<file path="src/rtl/pci_defs.sv">
// Shared PCI definitions: bus command codes and target state encodings.
// Imported by the target and intended for reuse by initiator/arbiter benches.
package pci_defs;

  localparam logic [3:0] CMD_MEM_RD = 4'b0110;
  localparam logic [3:0] CMD_MEM_WR = 4'b0111;

  typedef enum logic [1:0] {
    ST_IDLE    = 2'd0,
    ST_TURN    = 2'd1,
    ST_DATA    = 2'd2,
    ST_BACKOFF = 2'd3
  } tgt_state_t;

  function automatic logic is_mem_cmd(input logic [3:0] cmd);
    return (cmd == CMD_MEM_RD) || (cmd == CMD_MEM_WR);
  endfunction

endpackage

</file>
<file path="src/rtl/target_buffer.sv">
// DEPTH x 32-bit word store behind the PCI target.
// Ports:
//   clk    in  clock
//   we     in  write strobe (one word per cycle)
//   be     in  per-byte-lane write enables, active high
//   waddr  in  write word index
//   wdata  in  write data
//   raddr  in  read word index (asynchronous read)
//   rdata  out read data
// Contents are deliberately not reset.
module target_buffer #(
  parameter int DEPTH = 16,
  parameter int AW    = $clog2(DEPTH)
) (
  input  logic          clk,
  input  logic          we,
  input  logic [3:0]    be,
  input  logic [AW-1:0] waddr,
  input  logic [31:0]   wdata,
  input  logic [AW-1:0] raddr,
  output logic [31:0]   rdata
);

  logic [31:0] mem [DEPTH];

  always_ff @(posedge clk) begin
    if (we) begin
      for (int n = 0; n < 4; n++) begin
        if (be[n]) mem[waddr][8*n +: 8] <= wdata[8*n +: 8];
      end
    end
  end

  assign rdata = mem[raddr];

endmodule

</file>
<file path="src/rtl/simple_target.sv">
// PCI-style memory target. Decodes single/burst memory read and write
// transactions at BASE_ADDR and completes them against a DEPTH-word buffer.
// Ports:
//   clk     in  bus clock, everything on posedge
//   rst     in  asynchronous active-high reset
//   FRAME   in  bus FRAME (active low)
//   IRDY    in  bus IRDY (active low)
//   C_BE    in  command in address phase, byte enables (active low) in data phases
//   AD_in   in  address/data from the bus
//   AD_out  out read data to the bus
//   AD_oe   out target drives AD (read data phases)
//   DEVSEL  out device select (active low)
//   TRDY    out target ready (active low)
//   STOP    out disconnect request (active low)
// All outputs come straight from flops.
module simple_target
  import pci_defs::*;
#(
  parameter logic [31:0] BASE_ADDR = 32'h0000_1000,
  parameter int          DEPTH     = 16
) (
  input  logic        clk,
  input  logic        rst,
  input  logic        FRAME,
  input  logic        IRDY,
  input  logic [3:0]  C_BE,
  input  logic [31:0] AD_in,
  output logic [31:0] AD_out,
  output logic        AD_oe,
  output logic        DEVSEL,
  output logic        TRDY,
  output logic        STOP
);

  localparam int            AW   = $clog2(DEPTH);
  localparam logic [AW-1:0] LAST = AW'(DEPTH - 1);

  tgt_state_t    state, state_nxt;
  logic [AW-1:0] idx, idx_nxt, idx_inc, dec_idx, rd_idx;
  logic          is_wr, is_wr_nxt;
  logic          done, done_nxt;
  logic          frame_q;
  logic          devsel_nxt, trdy_nxt, stop_nxt, ad_oe_nxt;
  logic [31:0]   ad_out_nxt;
  logic          addr_phase, hit, rel;
  logic          buf_we;
  logic [31:0]   rd_data;

  // Address phase is the first edge with FRAME low after it was seen high.
  assign addr_phase = !FRAME && frame_q;
  assign hit        = addr_phase && (AD_in[31:AW+2] == BASE_ADDR[31:AW+2]) && is_mem_cmd(C_BE);
  assign dec_idx    = AD_in[AW+1:2];
  assign idx_inc    = idx + AW'(1);
  // Idle looks up the decoded word for the turnaround; in a burst it prefetches the next word.
  assign rd_idx     = (state == ST_IDLE) ? dec_idx : idx_inc;

  // TRDY is always low in DATA until the disconnect completes, so IRDY alone marks a transfer.
  assign buf_we = (state == ST_DATA) && !done && is_wr && !IRDY;

  target_buffer #(.DEPTH(DEPTH), .AW(AW)) u_buf (
    .clk   (clk),
    .we    (buf_we),
    .be    (~C_BE),
    .waddr (idx),
    .wdata (AD_in),
    .raddr (rd_idx),
    .rdata (rd_data)
  );

  always_comb begin
    state_nxt  = state;
    idx_nxt    = idx;
    is_wr_nxt  = is_wr;
    done_nxt   = done;
    devsel_nxt = DEVSEL;
    trdy_nxt   = TRDY;
    stop_nxt   = STOP;
    ad_oe_nxt  = AD_oe;
    ad_out_nxt = AD_out;
    rel        = 1'b0;

    case (state)
      ST_IDLE: begin
        devsel_nxt = 1'b1;
        trdy_nxt   = 1'b1;
        stop_nxt   = 1'b1;
        ad_oe_nxt  = 1'b0;
        done_nxt   = 1'b0;
        if (hit) begin
          idx_nxt    = dec_idx;
          is_wr_nxt  = (C_BE == CMD_MEM_WR);
          devsel_nxt = 1'b0;
          if (C_BE == CMD_MEM_WR) begin
            state_nxt = ST_DATA;
            trdy_nxt  = 1'b0;
            stop_nxt  = (dec_idx != LAST);
          end else begin
            state_nxt  = ST_TURN;
            ad_oe_nxt  = 1'b1;
            ad_out_nxt = rd_data;
          end
        end
      end

      ST_TURN: begin
        if (FRAME && IRDY) begin
          rel = 1'b1;
        end else begin
          state_nxt = ST_DATA;
          trdy_nxt  = 1'b0;
          stop_nxt  = (idx != LAST);
        end
      end

      ST_DATA: begin
        if (done) begin
          // Disconnect already taken: wait for the initiator to drop FRAME.
          if (FRAME) rel = 1'b1;
        end else if (!IRDY) begin
          if (FRAME) begin
            rel = 1'b1;
          end else if (idx == LAST) begin
            trdy_nxt = 1'b1;
            done_nxt = 1'b1;
          end else begin
            idx_nxt  = idx_inc;
            stop_nxt = (idx_inc != LAST);
            if (!is_wr) ad_out_nxt = rd_data;
          end
        end else if (FRAME) begin
          rel = 1'b1;
        end
      end

      ST_BACKOFF: begin
        state_nxt = ST_IDLE;
      end

      default: begin
        state_nxt = ST_IDLE;
      end
    endcase

    if (rel) begin
      state_nxt  = ST_BACKOFF;
      devsel_nxt = 1'b1;
      trdy_nxt   = 1'b1;
      stop_nxt   = 1'b1;
      ad_oe_nxt  = 1'b0;
      ad_out_nxt = '0;
      done_nxt   = 1'b0;
    end
  end

  always_ff @(posedge clk or posedge rst) begin
    if (rst) begin
      state   <= ST_IDLE;
      idx     <= '0;
      is_wr   <= 1'b0;
      done    <= 1'b0;
      frame_q <= 1'b1;
      DEVSEL  <= 1'b1;
      TRDY    <= 1'b1;
      STOP    <= 1'b1;
      AD_oe   <= 1'b0;
      AD_out  <= '0;
    end else begin
      state   <= state_nxt;
      idx     <= idx_nxt;
      is_wr   <= is_wr_nxt;
      done    <= done_nxt;
      frame_q <= FRAME;
      DEVSEL  <= devsel_nxt;
      TRDY    <= trdy_nxt;
      STOP    <= stop_nxt;
      AD_oe   <= ad_oe_nxt;
      AD_out  <= ad_out_nxt;
    end
  end

endmodule

</file>
<file path="config.mk">
export PLATFORM = sky130hd
export DESIGN_NAME = simple_target
export DESIGN_NICKNAME = d
export VERILOG_FILES = /design/src/rtl/pci_defs.sv /design/src/rtl/target_buffer.sv /design/src/rtl/simple_target.sv
export SDC_FILE = /design/constraint.sdc
export NUM_CORES = 1
export LEC_CHECK = 0
export BUFFER_PORTS_ARGS = -buffer_cell sky130_fd_sc_hd__clkbuf_2
export CORE_ASPECT_RATIO = 0.9
export CORE_UTILIZATION = 60
export DETAILED_ROUTE_END_ITERATION = 12
export GPL_ROUTABILITY_DRIVEN = 1
export PLACE_DENSITY = 0.74
export SLEW_MARGIN = 20
export SYNTH_ARGS = -nofsm -noshare
export SYNTH_HDL_FRONTEND = slang
export SYNTH_SLANG_ARGS = --single-unit
</file>
<file path="constraint.sdc">
create_clock -name clk -period 2.65 [get_ports clk]
set_input_delay 0.53 -clock clk [delete_from_list [all_inputs] [get_ports clk]]
set_output_delay 0.53 -clock clk [all_outputs]
set_load 0.05 [all_outputs]
</file>
Word level (Yosys, flattened, before mapping)
Memory sizes are Yosys's and may differ from the RTL's.
Index checks and enable logic that the tools add are counted.
{"block": "totals", "ff_bits": 45, "ramBits": 512, "input_bits": 40, "word_cells": 126, "n_memories": 1}
{"memory": "u_buf.mem", "words": 16, "width": 32, "read_ports": 1, "rd_clocked_by_memory_dff": 0, "write_ports": 1, "line": "target_buffer.sv:24", "source": "logic [31:0] mem [DEPTH];"}
{"block": "op_classes", "addsub": 1, "eq_ne": 24, "muxes": 66, "bitwise": 1, "reduce_logical": 23}
{"operator": "2-to-1 mux 32 bit", "n": 8}
{"operator": "case mux 32 bit (2 select lines)", "n": 1}
{"operator": "2-to-1 mux 1 bit", "n": 41}
{"operator": "== test 26 x 7 -> 1 bit, second input constant", "n": 1}
{"operator": "2-to-1 mux 4 bit", "n": 6}
{"operator": "inequality test 3 bit, second input constant", "n": 8}
{"operator": "AND reduction 6 bit", "n": 3}
{"operator": "inequality test 4 bit, second input constant", "n": 3}
{"operator": "inequality test 2 bit, second input constant", "n": 5}
{"operator": "== test 4 x 3 -> 1 bit, second input constant", "n": 2}
{"operator": "2-to-1 mux 2 bit", "n": 4}
{"operator": "case mux 4 bit (2 select lines)", "n": 1}
{"operator": "AND reduction 8 bit", "n": 1}
{"operator": "nonzero test 4 bit", "n": 2}
{"operator": "logical AND 1 bit", "n": 7}
{"operator": "case mux 1 bit (3 select lines)", "n": 2}
{"operator": "case mux 2 bit (3 select lines)", "n": 1}
{"operator": "adder 4 x 1 -> 4 bit, second input constant", "n": 1}
{"operator": "== test 2 bit, second input constant", "n": 2}
{"operator": "== test 4 bit, second input constant", "n": 1}
{"operator": "NOT 4 bit", "n": 1}
{"operator": "case mux 1 bit (2 select lines)", "n": 2}
{"operator": "nonzero test 2 bit", "n": 2}
{"operator": "zero test 1 bit", "n": 3}
{"operator": "7 further kinds", "n": 7}

Depth between registers and ports, before layout
An unclocked memory read counts as a cell.
{"block": "logic_depth", "depth_word": 10, "mapped_depth": 11, "ltp_nobuf": 8}

Cells and area by module
From an unflattened synthesis, not the netlist that was laid out.
{"block": "unflattened", "hier_cells": 1082, "hier_area_um2": 21729.6}
{"mod": "target_buffer", "n_inst": 1, "cells_per_inst": 877, "area_each_um2": 19458.7, "seq_area_each_um2": 15374.7}
{"mod": "simple_target", "n_inst": 1, "cells_per_inst": 205, "area_each_um2": 2270.9, "seq_area_each_um2": 1131.1}

Least setup slack after synthesis
Ideal clock, no wire load.
{"block": "synth_timing", "kind": "reg-to-reg", "start": "register state[0]", "end": "register AD_out[26]", "t_arrival_ns": 2.279, "required_time_ns": 2.526, "path_slack_ns": 0.247, "path_stages_with_launch": 11, "n_path_buf": 3, "period_less_slack_ns": 2.403, "path_cell_list": "dfrtp_1 inv_1 ha_1 buf_2 mux2i_1 clkbuf_1 buf_2 mux4_2 nand2_1 a21oi_1 a211o_1"}
{"block": "synth_via", "elab_chain_cells": 10, "word_cells_on_any_way": 24, "cone_classes": "eq/ne (9); mux (11); reduce/logical (3); memory (1)"}
{"item": "from (decl)", "line": "simple_target.sv:38", "source": "tgt_state_t state, state_nxt;"}
{"item": "from (signal assigned)", "line": "simple_target.sv:168", "source": "state <= state_nxt;"}
{"item": "zero test 2 bit", "line": "simple_target.sv:55, simple_target.sv:82"}
{"item": "2-to-1 mux 4 bit", "line": "simple_target.sv:55", "source": "assign rd_idx = (state == ST_IDLE) ? dec_idx : idx_inc;"}
{"item": "memory read (16 x 32 bit)"}
{"item": "2-to-1 mux 32 bit", "line": "simple_target.sv:128", "source": "if (!is_wr) ad_out_nxt = rd_data;"}
{"item": "2-to-1 mux 32 bit", "line": "simple_target.sv:122", "source": "end else if (idx == LAST) begin"}
{"item": "2-to-1 mux 32 bit", "line": "simple_target.sv:120", "source": "if (FRAME) begin"}
{"item": "2-to-1 mux 32 bit", "line": "simple_target.sv:119", "source": "end else if (!IRDY) begin"}
{"item": "2-to-1 mux 32 bit", "line": "simple_target.sv:116", "source": "if (done) begin"}
{"item": "case mux 32 bit (2 select lines)", "line": "simple_target.sv:82", "source": "case (state)"}
{"item": "2-to-1 mux 32 bit", "line": "simple_target.sv:144", "source": "if (rel) begin"}
{"item": "to (signal assigned)", "line": "simple_target.sv:177", "source": "AD_out <= ad_out_nxt;"}
{"item": "to (decl)", "line": "simple_target.sv:28", "source": "output logic [31:0] AD_out,"}
Several ways; a longest one is shown, not always the timed one. The select of a mux whose other input is x is not followed.
A chain may end at the register's enable or synchronous reset.

Worst setup path in the final report
{"block": "layout_timing", "start": "register state[1]", "end": "register AD_out[23]"}
Same word-level chain as after synthesis.

==> run_results.csv <==
group,metric,value,unit
run_status,outcome,"completed",
timing,final.setup_skew,12.4,ps
clock_tree,cts_root_buf,"clkbuf_16",
synthesis,synth_cell_types,46,
route,dr.pass1.iters,7,
setup_path,required,3150,ps
floorplan,rows,66,
clock_tree,numCtsBuffers,53,
route,ant_nets,0,
place,place_area,0.0240,mm^2
setup_path,crit_type,"reg -> reg",
synthesis,ys_warn_count,0,
floorplan,core_area,0.0361,mm^2
global_routing,grt_usage,27.6,%
global_routing,grt_util_met1,40.6,%
power,pwr_density_cell,1120,mW/mm^2
global_routing,grtUsageMet3,4.94,%
setup_path,cp.arrival,3140,ps
global_routing,grt_pass1_wl,74600,um
global_routing,grt_use_met2,43.5,%
floorplan,die_y,183,um
final_layout,post-route-util,71.2,%
clock_tree,clk_pin_slew,60,ps
timing,finalCriticalPeriod,2640,ps
timing,relSlewSlack,43.2,%
floorplan,initial_core_util,60.7,%
global_routing,grt_pass1_vias,12100,
place,io_buffers,75,
run,max_cap_viol_count,0,
final_layout,seqCellArea,0.0165,mm^2
timing,tightestPinTransition,851,ps
timing,fin_crit_sh,99.6,%
final_layout,nFillCells,2231,
final_layout,final_cell_area,0.0257,mm^2
floorplan,dieWidth,203,um
synthesis,synthTopCellsByArea,"edfxtp_1, mux4_2, dfrtp_1",
final_layout,multi_input_area,0.00510,mm^2
power,ir_drop,0.733,mV
clock_tree,htree_levels,2,
route,drt-wirelength-per-cell,25.7,um
synthesis,syn_nets,1233,
global_routing,antenna_found_initial,1,
place,gp_congestion,0.879,
floorplan,die-area,0.0373,mm^2
clock_tree,cts.sinks,557,
route,wirelength,49700,um
timing,setup_viol,0,
clock_tree,clkLatencyLatePin,560,ps
route,drtIter0Drc,1228,
clock_tree,clockBufferDepth,3,
route,via_per_inst,6.20,
final_layout,drive_gt1_share,31.2,%
synthesis,avgSynthCellArea,18.5,um^2
synthesis,async_flop_share,8.08,%
synthesis,synth_top_flop_cell,"edfxtp_1",
timing,rsz0062_at_grt,"true",
timing,maxSlewViolCount,0,
setup_path,r2r_cells,12,
global_routing,grt_start_max_net_pins,46,
timing,fmax,379,MHz
synthesis,yosysTopAreaCell,"edfxtp_1",
synthesis,syn_inst,1184,
place,hpwl,31700,um
synthesis,synth_common_cells,"edfxtp_1, nand2_1, mux4_2",
global_routing,grt.overflow.total,0,
setup_path,startpoint_type,"flop",
setup_path,crit_path_end_kind,"flop",
synthesis,yosys.area.top_type_share,70.1,%
synthesis,ys_seq_area_share,75.3,%
timing,hold_viol,0,
clock_tree,tritoncts,"built",
worst_hold_path,holdCritPathClass,"in -> async",
final_layout,syn_to_final_growth,17.2,%
synthesis,syn_area,0.0219,mm^2
final_layout,nets,1460,
synthesis,synth.most_common_cell,"edfxtp_1",
synthesis,synth_seq_cells,557,
setup_path,cp_max_fo,13,
route,drcViolationCount,0,
floorplan,ios,76,
global_routing,busiest_layer,"met2",
power,leakage,9.08,nW
route,num_vias,12000,
synthesis,synth_edf_count,512,
per-layer routing:
layer | wire, um | part of all wire [%]
met2 | 23900 | 48
met5 | 0 | 0
met3 | 4530 | 9.1
met1 | 20100 | 41
met4 | 1150 | 2.3
worst max-delay path, cell delays in order (launching register included):
cell and delay [ps]:
dfrtp_1 390, inv_1 100, ha_1 270, buf_4 220, inv_2 80, buf_4 160
nor2_1 210, o211a_1 240, nand3b_1 130, buf_4 240, buf_12 160, a21oi_1 230
a211o_1 130
where the power goes:
group / leakage (nW) / switching (mW) / internal (mW)
logic: 3.11 / 6.08 / 5.18
clock network: 0.806 / 3.03 / 4.18
registers: 5.17 / 0.287 / 9.99
total: 9.08 / 9.41 / 19.3
worst paths after layout:
kind / endpoint / startpoint / slack [ps]
min in group clk: u_buf.mem[2][22] / AD_in[22] / 200
max in group asynchronous: idx[0] / rst / 1840
max reg2reg: AD_out[23] / state[1] / 10
max: AD_out[23] / state[1] / 10
min: AD_out[10] / rst / 200
min reg2reg: AD_out[6] / AD_out[6] / 490
flip-flops by register name (all words and copies together), names as in the netlist:
register,count
idx,4
STOP,1
state,2
frame_q,1
is_wr,1
done,1
u_buf.mem,512
DEVSEL,1
AD_out,32
AD_oe,1
TRDY,1
through the flow:
stage	total power [mW]	hold slack (ps)	setup slack (ps)	instances	setup TNS, ps
global route	30.0	196	-71.1	1929	-3520
detailed placement	21.5	478	-146	1827	-4020
finish	28.8	198	10.2	1930	0
global placement	21.3	470	-145	1827	-4290
floorplan	18.0	512	247	1184	0
CTS	28.7	181	48.5	1924	0
cell type report:
cell class,count,share of cell area [%]
multi-input combinational,553,19.8
clock buffer,73,5.61
tap,476,2.32
timing repair buffer,238,7.02
clock inverter,24,0.833
antenna,1,0.00974
sequential,557,64.2
inverter,8,0.117
cell usage in the layout (no fill, tap or decap), drive strengths merged, types with 3 or more instances in the layout:
| master | count |
|---|---|
| nand2b | 5 |
| nor3 | 5 |
| nand4 | 4 |
| dfrtp | 41 |
| nand3 | 10 |
| nor4 | 7 |
| mux4 | 126 |
| a21oi | 70 |
| nor2 | 77 |
| o22a | 3 |
| clkbuf | 148 |
| nor2b | 4 |
| and3 | 3 |
| o21ai | 14 |
| inv | 9 |
| ha | 9 |
| mux2i | 4 |
| bufinv | 4 |
| dfstp | 4 |
| clkinv | 18 |
| mux2 | 4 |
| nand2 | 152 |
| edfxtp | 512 |
| buf | 163 |
| a211o | 32 |
timing repair:
item / 4_1_cts / 5_1_grt
endpoints found under the setup margin: 0 / 194
gates resized for setup: 0 / 6
hold buffers: 0 / 0
buffers inserted: 0 / 5
logic make-up (layout without fill, tap and decap cells):
family          after synthesis  count (layout)  share of synthesized area (%)
mux                         134             134                           13.3
fa+ha+maj                     9               9                          0.514
simple gates                276             276                           5.25
xor+xnor                      2               2                         0.0799
compound gates              132             132                           3.80
other cells                   0               1                              0
flops                       557             557                           75.3
buf+inv                      74             343                           1.72
Note: power is estimated with default switching activity, not from simulation.
